## src/rtl/cache_controller_if.sv

```systemverilog
// cache_controller_if: CPU, cache and memory-side signals of the cache controller
interface cache_controller_if #(
  parameter int ADDR_W = 10,
  parameter int DATA_W = 32,
  parameter int CNT_W  = 16
);
  logic              cpu_rd;
  logic              cpu_wr;
  logic [ADDR_W-1:0] cpu_addr;
  logic [DATA_W-1:0] cpu_wdata;
  logic [DATA_W-1:0] cpu_rdata;
  logic              cpu_done;
  logic              cpu_busy;
  logic [ADDR_W-1:0] cache_addr;
  logic [DATA_W-1:0] cache_wdata;
  logic              cache_write;
  logic              cache_read;
  logic              cache_move;
  logic              cache_hit;
  logic [DATA_W-1:0] cache_rdata;
  logic              mem_req;
  logic              mem_we;
  logic [ADDR_W-1:0] mem_addr;
  logic [DATA_W-1:0] mem_wdata;
  logic              mem_ack;
  logic [CNT_W-1:0]  hit_count;
  logic [CNT_W-1:0]  miss_count;
  modport master (
    input  cpu_rd, cpu_wr, cpu_addr, cpu_wdata, cache_hit, cache_rdata, mem_ack,
    output cpu_rdata, cpu_done, cpu_busy, cache_addr, cache_wdata, cache_write, cache_read,
           cache_move, mem_req, mem_we, mem_addr, mem_wdata, hit_count, miss_count
  );
  modport slave (
    output cpu_rd, cpu_wr, cpu_addr, cpu_wdata, cache_hit, cache_rdata, mem_ack,
    input  cpu_rdata, cpu_done, cpu_busy, cache_addr, cache_wdata, cache_write, cache_read,
           cache_move, mem_req, mem_we, mem_addr, mem_wdata, hit_count, miss_count
  );
endinterface

```

## src/rtl/cache_controller.sv

```systemverilog
// cache_controller: direct-mapped write-through, no-write-allocate cache controller
// with 4-word line refill and saturating hit/miss statistics.
module cache_controller #(
  parameter int ADDR_W = 10,
  parameter int DATA_W = 32,
  parameter int CNT_W  = 16
) (
  input logic               clk,
  input logic               rst,
  cache_controller_if.master bus
);
  typedef enum logic [2:0] {IDLE, LOOKUP, REFILL, MEM_WRITE, DONE} state_t;
  state_t            state_q, state_d;
  logic [ADDR_W-1:0] addr_q, addr_d;
  logic [DATA_W-1:0] wdata_q, wdata_d, rdata_q, rdata_d;
  logic              we_q, we_d, relook_q, relook_d;
  logic [1:0]        cnt_q, cnt_d;
  logic [CNT_W-1:0]  hit_q, hit_d, miss_q, miss_d;
  logic              lookup, refill, memw;
  always_comb begin
    state_d  = state_q;
    addr_d   = addr_q;
    wdata_d  = wdata_q;
    rdata_d  = rdata_q;
    we_d     = we_q;
    relook_d = relook_q;
    cnt_d    = cnt_q;
    hit_d    = hit_q;
    miss_d   = miss_q;
    case (state_q)
      IDLE: if (bus.cpu_rd || bus.cpu_wr) begin
        state_d  = LOOKUP;
        addr_d   = bus.cpu_addr;
        wdata_d  = bus.cpu_wdata;
        we_d     = bus.cpu_wr;
        relook_d = 1'b0;
      end
      LOOKUP: begin
        relook_d = 1'b0;
        // the lookup that follows a refill was already counted as a miss
        if (!relook_q) begin
          hit_d  = bus.cache_hit ? hit_q + CNT_W'(~&hit_q) : hit_q;
          miss_d = bus.cache_hit ? miss_q : miss_q + CNT_W'(~&miss_q);
        end
        if (we_q) state_d = MEM_WRITE;
        else if (bus.cache_hit) begin
          rdata_d = bus.cache_rdata;
          state_d = DONE;
        end else begin
          cnt_d   = 2'd0;
          state_d = REFILL;
        end
      end
      REFILL: if (bus.mem_ack) begin
        cnt_d = cnt_q + 2'd1;
        if (&cnt_q) begin
          state_d  = LOOKUP;
          relook_d = 1'b1;
        end
      end
      MEM_WRITE: state_d = bus.mem_ack ? DONE : MEM_WRITE;
      default:   state_d = IDLE;
    endcase
  end
  always_ff @(posedge clk or posedge rst) begin
    if (rst) begin
      state_q  <= IDLE;
      addr_q   <= '0;
      wdata_q  <= '0;
      rdata_q  <= '0;
      we_q     <= 1'b0;
      relook_q <= 1'b0;
      cnt_q    <= 2'd0;
      hit_q    <= '0;
      miss_q   <= '0;
    end else begin
      state_q  <= state_d;
      addr_q   <= addr_d;
      wdata_q  <= wdata_d;
      rdata_q  <= rdata_d;
      we_q     <= we_d;
      relook_q <= relook_d;
      cnt_q    <= cnt_d;
      hit_q    <= hit_d;
      miss_q   <= miss_d;
    end
  end
  assign lookup          = state_q == LOOKUP;
  assign refill          = state_q == REFILL;
  assign memw            = state_q == MEM_WRITE;
  assign bus.cpu_rdata   = rdata_q;
  assign bus.cpu_done    = state_q == DONE;
  assign bus.cpu_busy    = state_q != IDLE;
  assign bus.cache_addr  = addr_q;
  assign bus.cache_wdata = wdata_q;
  assign bus.cache_read  = lookup;
  assign bus.cache_write = lookup && we_q && bus.cache_hit;
  assign bus.cache_move  = refill && bus.mem_ack;
  assign bus.mem_req     = refill || memw;
  assign bus.mem_we      = memw;
  assign bus.mem_addr    = refill ? {addr_q[ADDR_W-1:2], cnt_q} : addr_q;
  assign bus.mem_wdata   = wdata_q;
  assign bus.hit_count   = hit_q;
  assign bus.miss_count  = miss_q;
endmodule

```

## src/flat_wrapper.sv

```systemverilog
// flat-port wrapper written by rule: the top's interface ports become plain ports
module cache_controller_flat 
#(
  parameter int ADDR_W = 10,
  parameter int DATA_W = 32,
  parameter int CNT_W  = 16
)
  (clk, rst, bus_cpu_rd, bus_cpu_wr, bus_cpu_addr, bus_cpu_wdata, bus_cache_hit, bus_cache_rdata, bus_mem_ack, bus_cpu_rdata, bus_cpu_done, bus_cpu_busy, bus_cache_addr, bus_cache_wdata, bus_cache_write, bus_cache_read, bus_cache_move, bus_mem_req, bus_mem_we, bus_mem_addr, bus_mem_wdata, bus_hit_count, bus_miss_count);
  cache_controller_if #(.ADDR_W(ADDR_W), .DATA_W(DATA_W), .CNT_W(CNT_W)) bus_i ();
  input logic clk;
  input logic rst;
  input wire logic [$bits(bus_i.cpu_rd)-1:0] bus_cpu_rd;
  input wire logic [$bits(bus_i.cpu_wr)-1:0] bus_cpu_wr;
  input wire logic [$bits(bus_i.cpu_addr)-1:0] bus_cpu_addr;
  input wire logic [$bits(bus_i.cpu_wdata)-1:0] bus_cpu_wdata;
  input wire logic [$bits(bus_i.cache_hit)-1:0] bus_cache_hit;
  input wire logic [$bits(bus_i.cache_rdata)-1:0] bus_cache_rdata;
  input wire logic [$bits(bus_i.mem_ack)-1:0] bus_mem_ack;
  output wire logic [$bits(bus_i.cpu_rdata)-1:0] bus_cpu_rdata;
  output wire logic [$bits(bus_i.cpu_done)-1:0] bus_cpu_done;
  output wire logic [$bits(bus_i.cpu_busy)-1:0] bus_cpu_busy;
  output wire logic [$bits(bus_i.cache_addr)-1:0] bus_cache_addr;
  output wire logic [$bits(bus_i.cache_wdata)-1:0] bus_cache_wdata;
  output wire logic [$bits(bus_i.cache_write)-1:0] bus_cache_write;
  output wire logic [$bits(bus_i.cache_read)-1:0] bus_cache_read;
  output wire logic [$bits(bus_i.cache_move)-1:0] bus_cache_move;
  output wire logic [$bits(bus_i.mem_req)-1:0] bus_mem_req;
  output wire logic [$bits(bus_i.mem_we)-1:0] bus_mem_we;
  output wire logic [$bits(bus_i.mem_addr)-1:0] bus_mem_addr;
  output wire logic [$bits(bus_i.mem_wdata)-1:0] bus_mem_wdata;
  output wire logic [$bits(bus_i.hit_count)-1:0] bus_hit_count;
  output wire logic [$bits(bus_i.miss_count)-1:0] bus_miss_count;
  assign bus_i.cpu_rd = bus_cpu_rd;
  assign bus_i.cpu_wr = bus_cpu_wr;
  assign bus_i.cpu_addr = bus_cpu_addr;
  assign bus_i.cpu_wdata = bus_cpu_wdata;
  assign bus_i.cache_hit = bus_cache_hit;
  assign bus_i.cache_rdata = bus_cache_rdata;
  assign bus_i.mem_ack = bus_mem_ack;
  assign bus_cpu_rdata = bus_i.cpu_rdata;
  assign bus_cpu_done = bus_i.cpu_done;
  assign bus_cpu_busy = bus_i.cpu_busy;
  assign bus_cache_addr = bus_i.cache_addr;
  assign bus_cache_wdata = bus_i.cache_wdata;
  assign bus_cache_write = bus_i.cache_write;
  assign bus_cache_read = bus_i.cache_read;
  assign bus_cache_move = bus_i.cache_move;
  assign bus_mem_req = bus_i.mem_req;
  assign bus_mem_we = bus_i.mem_we;
  assign bus_mem_addr = bus_i.mem_addr;
  assign bus_mem_wdata = bus_i.mem_wdata;
  assign bus_hit_count = bus_i.hit_count;
  assign bus_miss_count = bus_i.miss_count;
  cache_controller #(.ADDR_W(ADDR_W), .DATA_W(DATA_W), .CNT_W(CNT_W)) u_core (.clk(clk), .rst(rst), .bus(bus_i));
endmodule
```

## config.mk

```make
export PLATFORM = sky130hd
export DESIGN_NAME = cache_controller_flat
export DESIGN_NICKNAME = d
export VERILOG_FILES = /design/src/rtl/cache_controller_if.sv /design/src/rtl/cache_controller.sv /design/src/flat_wrapper.sv
export SDC_FILE = /design/constraint.sdc
export NUM_CORES = 1
export LEC_CHECK = 0
export BUFFER_PORTS_ARGS = -buffer_cell sky130_fd_sc_hd__buf_4
export CAP_MARGIN = 20
export CELL_PAD_IN_SITES_DETAIL_PLACEMENT = 0
export CELL_PAD_IN_SITES_GLOBAL_PLACEMENT = 1
export CORE_MARGIN = 3
export CORE_UTILIZATION = 36
export DETAILED_ROUTE_END_ITERATION = 12
export HOLD_SLACK_MARGIN = 0.1
export PLACE_DENSITY_LB_ADDON = 0.1
export SLEW_MARGIN = 10
export SYNTH_ARGS = -nofsm -noshare
export SYNTH_HDL_FRONTEND = slang
export SYNTH_SLANG_ARGS = --single-unit
```

## constraint.sdc

```tcl
create_clock -name clk -period 4.1 [get_ports clk]
set_input_delay 0.41 -clock clk [delete_from_list [all_inputs] [get_ports clk]]
set_output_delay 0.41 -clock clk [all_outputs]
set_load 0.05 [all_outputs]
```

==> flow_summary.yaml <==
timing:
  slew_headroom_pct: 55.8
  finalClockSkew_ns: 0.00884
  totalNegativeSetupSlack_ns: 0
  max_slew.worst_pin.slew_ns: 0.663
  hold_violations: 0
  timing.final.crit_share_pct: 64.2
  fmax_mhz: 380
  finalSetupViolCount: 0
  rsz0062_at_grt: "no"
  min_period_ns: 2.63
  slew_viol_final: 0
grt:
  grtUsageMet3_pct: 5.30
  antenna_found_initial: 0
  grt_pass1_vias: 3704
  grt_max_degree: 45
  busiest_layer: "met2"
  grt.met1_usage_pct: 18.8
  globalRouteOverflowTotal: 0
  grt_util_met2_pct: 26.9
  grt_pass1_wl_um: 19900
  track_usage_pct: 16.1
placed_design:
  place_area_sq_um: 6780
  dp_cells: 753
  dp_hpwl_um: 9440
  portBuffers: 234
  routabilityCongestion: 0.805
worst_setup_path:
  critPathLaunchType: "flip-flop"
  crit_path_end_kind: "flip-flop"
  critPathKind: "reg2reg"
  worstPathRequired_ns: 4.38
  arrival_ns: 2.91
  worstPathMaxFanout: 5
finish:
  drive_above_1_share_pct: 58.0
  area_growth_pct: 42.5
  filler_cell_count: 1232
  final_cell_area_sq_um: 7360
  seq_area_sq_um: 2830
  instances_no_fill: 785
  diodes: 0
  utilization_pct: 52.8
  fin_nets: 678
  multiInputGateArea_sq_um: 1890
synth:
  ys_ff_latch: 113
  synth-edff-count: 0
  yosys_warnings: 0
  avgSynthCellArea_sq_um: 13.3
  synthFlopType: "dfrtp_1"
  synth_area_sq_um: 5160
  synth_top_area_cell: "dfrtp_1"
  syn_inst: 387
  ys_async_sr_fraction_pct: 100
  ys_types: 39
  synth_top_area_share_pct: 54.8
  yosysSeqAreaShare_pct: 54.8
  synth_nets: 472
  ys_top_cells_by_area: "dfrtp_1, mux2_2, mux2_4"
die:
  coreArea_sq_um: 13900
  die_x_um: 126
  die-height_um: 126
  die_area_sq_um: 15800
  start_util_pct: 37.0
  pin_count: 235
  rows: 43
detailed_routing:
  num_vias: 3629
  drtAntennaViolNets: 0
  drt-wirelength-per-cell_um: 16.3
  routed_wl_um: 12800
  dr.pass1.iters: 4
  avgViaCountPerCell: 4.62
  drt_iter0_drc: 110
  drt_drc_violations_left: 0
cts:
  cts_root_buf: "clkbuf_16"
  cts.reportedPaths.clkPinSlew_ns: 0.05
  cts_setup_buffers: 0
  cts.sinks: 113
  numCtsBuffers: 17
  cts_tree: "done"
  cts_buffer_depth: 2
  cts_max_level: 4
  clock_latency_ns: 0.41
hold_path:
  min_path_type: "in2reg"
run_status:
  outcome: "finished, final reports clean"
flow_run:
  max_cap_violations: 0
==> synth_stat cells (2+ instances only) <==
cell,n
dfrtp_1,113
mux2_2,50
buf_4,44
mux2_4,29
nand2_1,24
xnor2_1,22
inv_1,13
nor2_1,12
nand3_1,10
nand4_1,7
xor2_1,7
nor3_1,6
o21ai_0,6
ha_1,5
and3_1,4
buf_6,4
nor4_1,3
and2_1,2
buf_2,2
nand3b_1,2
nor3_4,2
nor3b_1,2
or3_1,2
==> cells by family (layout without fill, tap and decap cells) <==
family	count (synthesis)	in the layout	share of synthesized area [%]
DFF	113	113	54.8
buffers and inverters	65	283	8.65
muxes	81	81	20.0
xor gates and xnor gates	29	29	4.92
adders and majority gates	5	5	1.21
and+or+nand+nor	85	85	9.48
AOI/OAI and AO/OA	9	9	0.994
==> state kept, by name (all words and copies together), names as in the netlist, 2 cells and up <==
register and flops:
u_core.bus.cache_addr 10, u_core.bus.hit_count 16, u_core.bus.cpu_rdata 32, u_core.bus.cache_wdata 32, u_core.bus.miss_count 16, u_core.state_q 3, u_core.cnt_q 2
==> through the flow <==
| step | setup WS (ns) | hold WS, ns |
|---|---|---|
| after floorplan | 0.703 | 0.511 |
| after global routing | 1.28 | 0.211 |
| final | 1.47 | 0.236 |
| after global placement | 1.53 | 0.479 |
| after detailed placement | 1.49 | 0.494 |
| after CTS | 1.45 | 0.207 |
==> cell usage in the layout (no fill, tap or decap), types with 7 or more instances in the layout <==
cell / count
buf_4: 237
clkbuf_16: 17
dfrtp_1: 113
inv_1: 12
mux2_2: 50
mux2_4: 29
nand2_1: 24
nand3_1: 10
nand4_1: 7
nor2_1: 12
xnor2_1: 22
xor2_1: 7
==> metal layers <==
layer | routed length, um | share of wire, %
met1 | 5150 | 40
met2 | 6280 | 49
met3 | 980 | 7.7
met4 | 355 | 2.8
met5 | 0 | 0
==> worst paths after layout <==
path                            slack, ns                               endpoint                            startpoint  cells after the start
max in group asynchronous            2.49   u_core.bus.hit_count[11]$_DFFE_PP0P_                                   rst                      4
worst max-delay path                 1.47  u_core.bus.miss_count[14]$_DFFE_PP0P_  u_core.bus.miss_count[7]$_DFFE_PP0P_                      9
worst min register to register       0.50   u_core.bus.hit_count[14]$_DFFE_PP0P_  u_core.bus.hit_count[14]$_DFFE_PP0P_                      1
min in group asynchronous            0.62   u_core.bus.hit_count[12]$_DFFE_PP0P_                                   rst                      3
worst max register to register       1.47  u_core.bus.miss_count[14]$_DFFE_PP0P_  u_core.bus.miss_count[7]$_DFFE_PP0P_                      9
worst min-delay path                 0.24   u_core.bus.cpu_rdata[31]$_DFFE_PP0P_                   bus_cache_rdata[31]                      2
==> critical path, cell delays in order, from the launching register on <==
cell	delay, ns
dfrtp_1	0.42
nand3_1	0.13
or3_1	0.40
or4_1	0.56
ha_1	0.22
ha_1	0.20
nor4b_1	0.16
nand4_1	0.20
nor4_1	0.08
xor2_1	0.14
==> final cells by class <==
type | count | share of cell area [%]
flip-flops and latches | 113 | 38.4
well taps | 180 | 3.06
clock inverters | 6 | 1.09
repair buffers | 238 | 24.3
clock buffers | 25 | 6.60
inverters | 14 | 0.816
multi-input cells | 209 | 25.7
==> repair_timing <==
item | in CTS | in global routing
gates resized for setup | 0 | 0
hold buffers | 1 | 0
hold endpoints to repair | 37 | 0
Power is left out: the tool's default activity adds up to more than one toggle a clock period on the data nets, which glitch-free logic cannot reach.
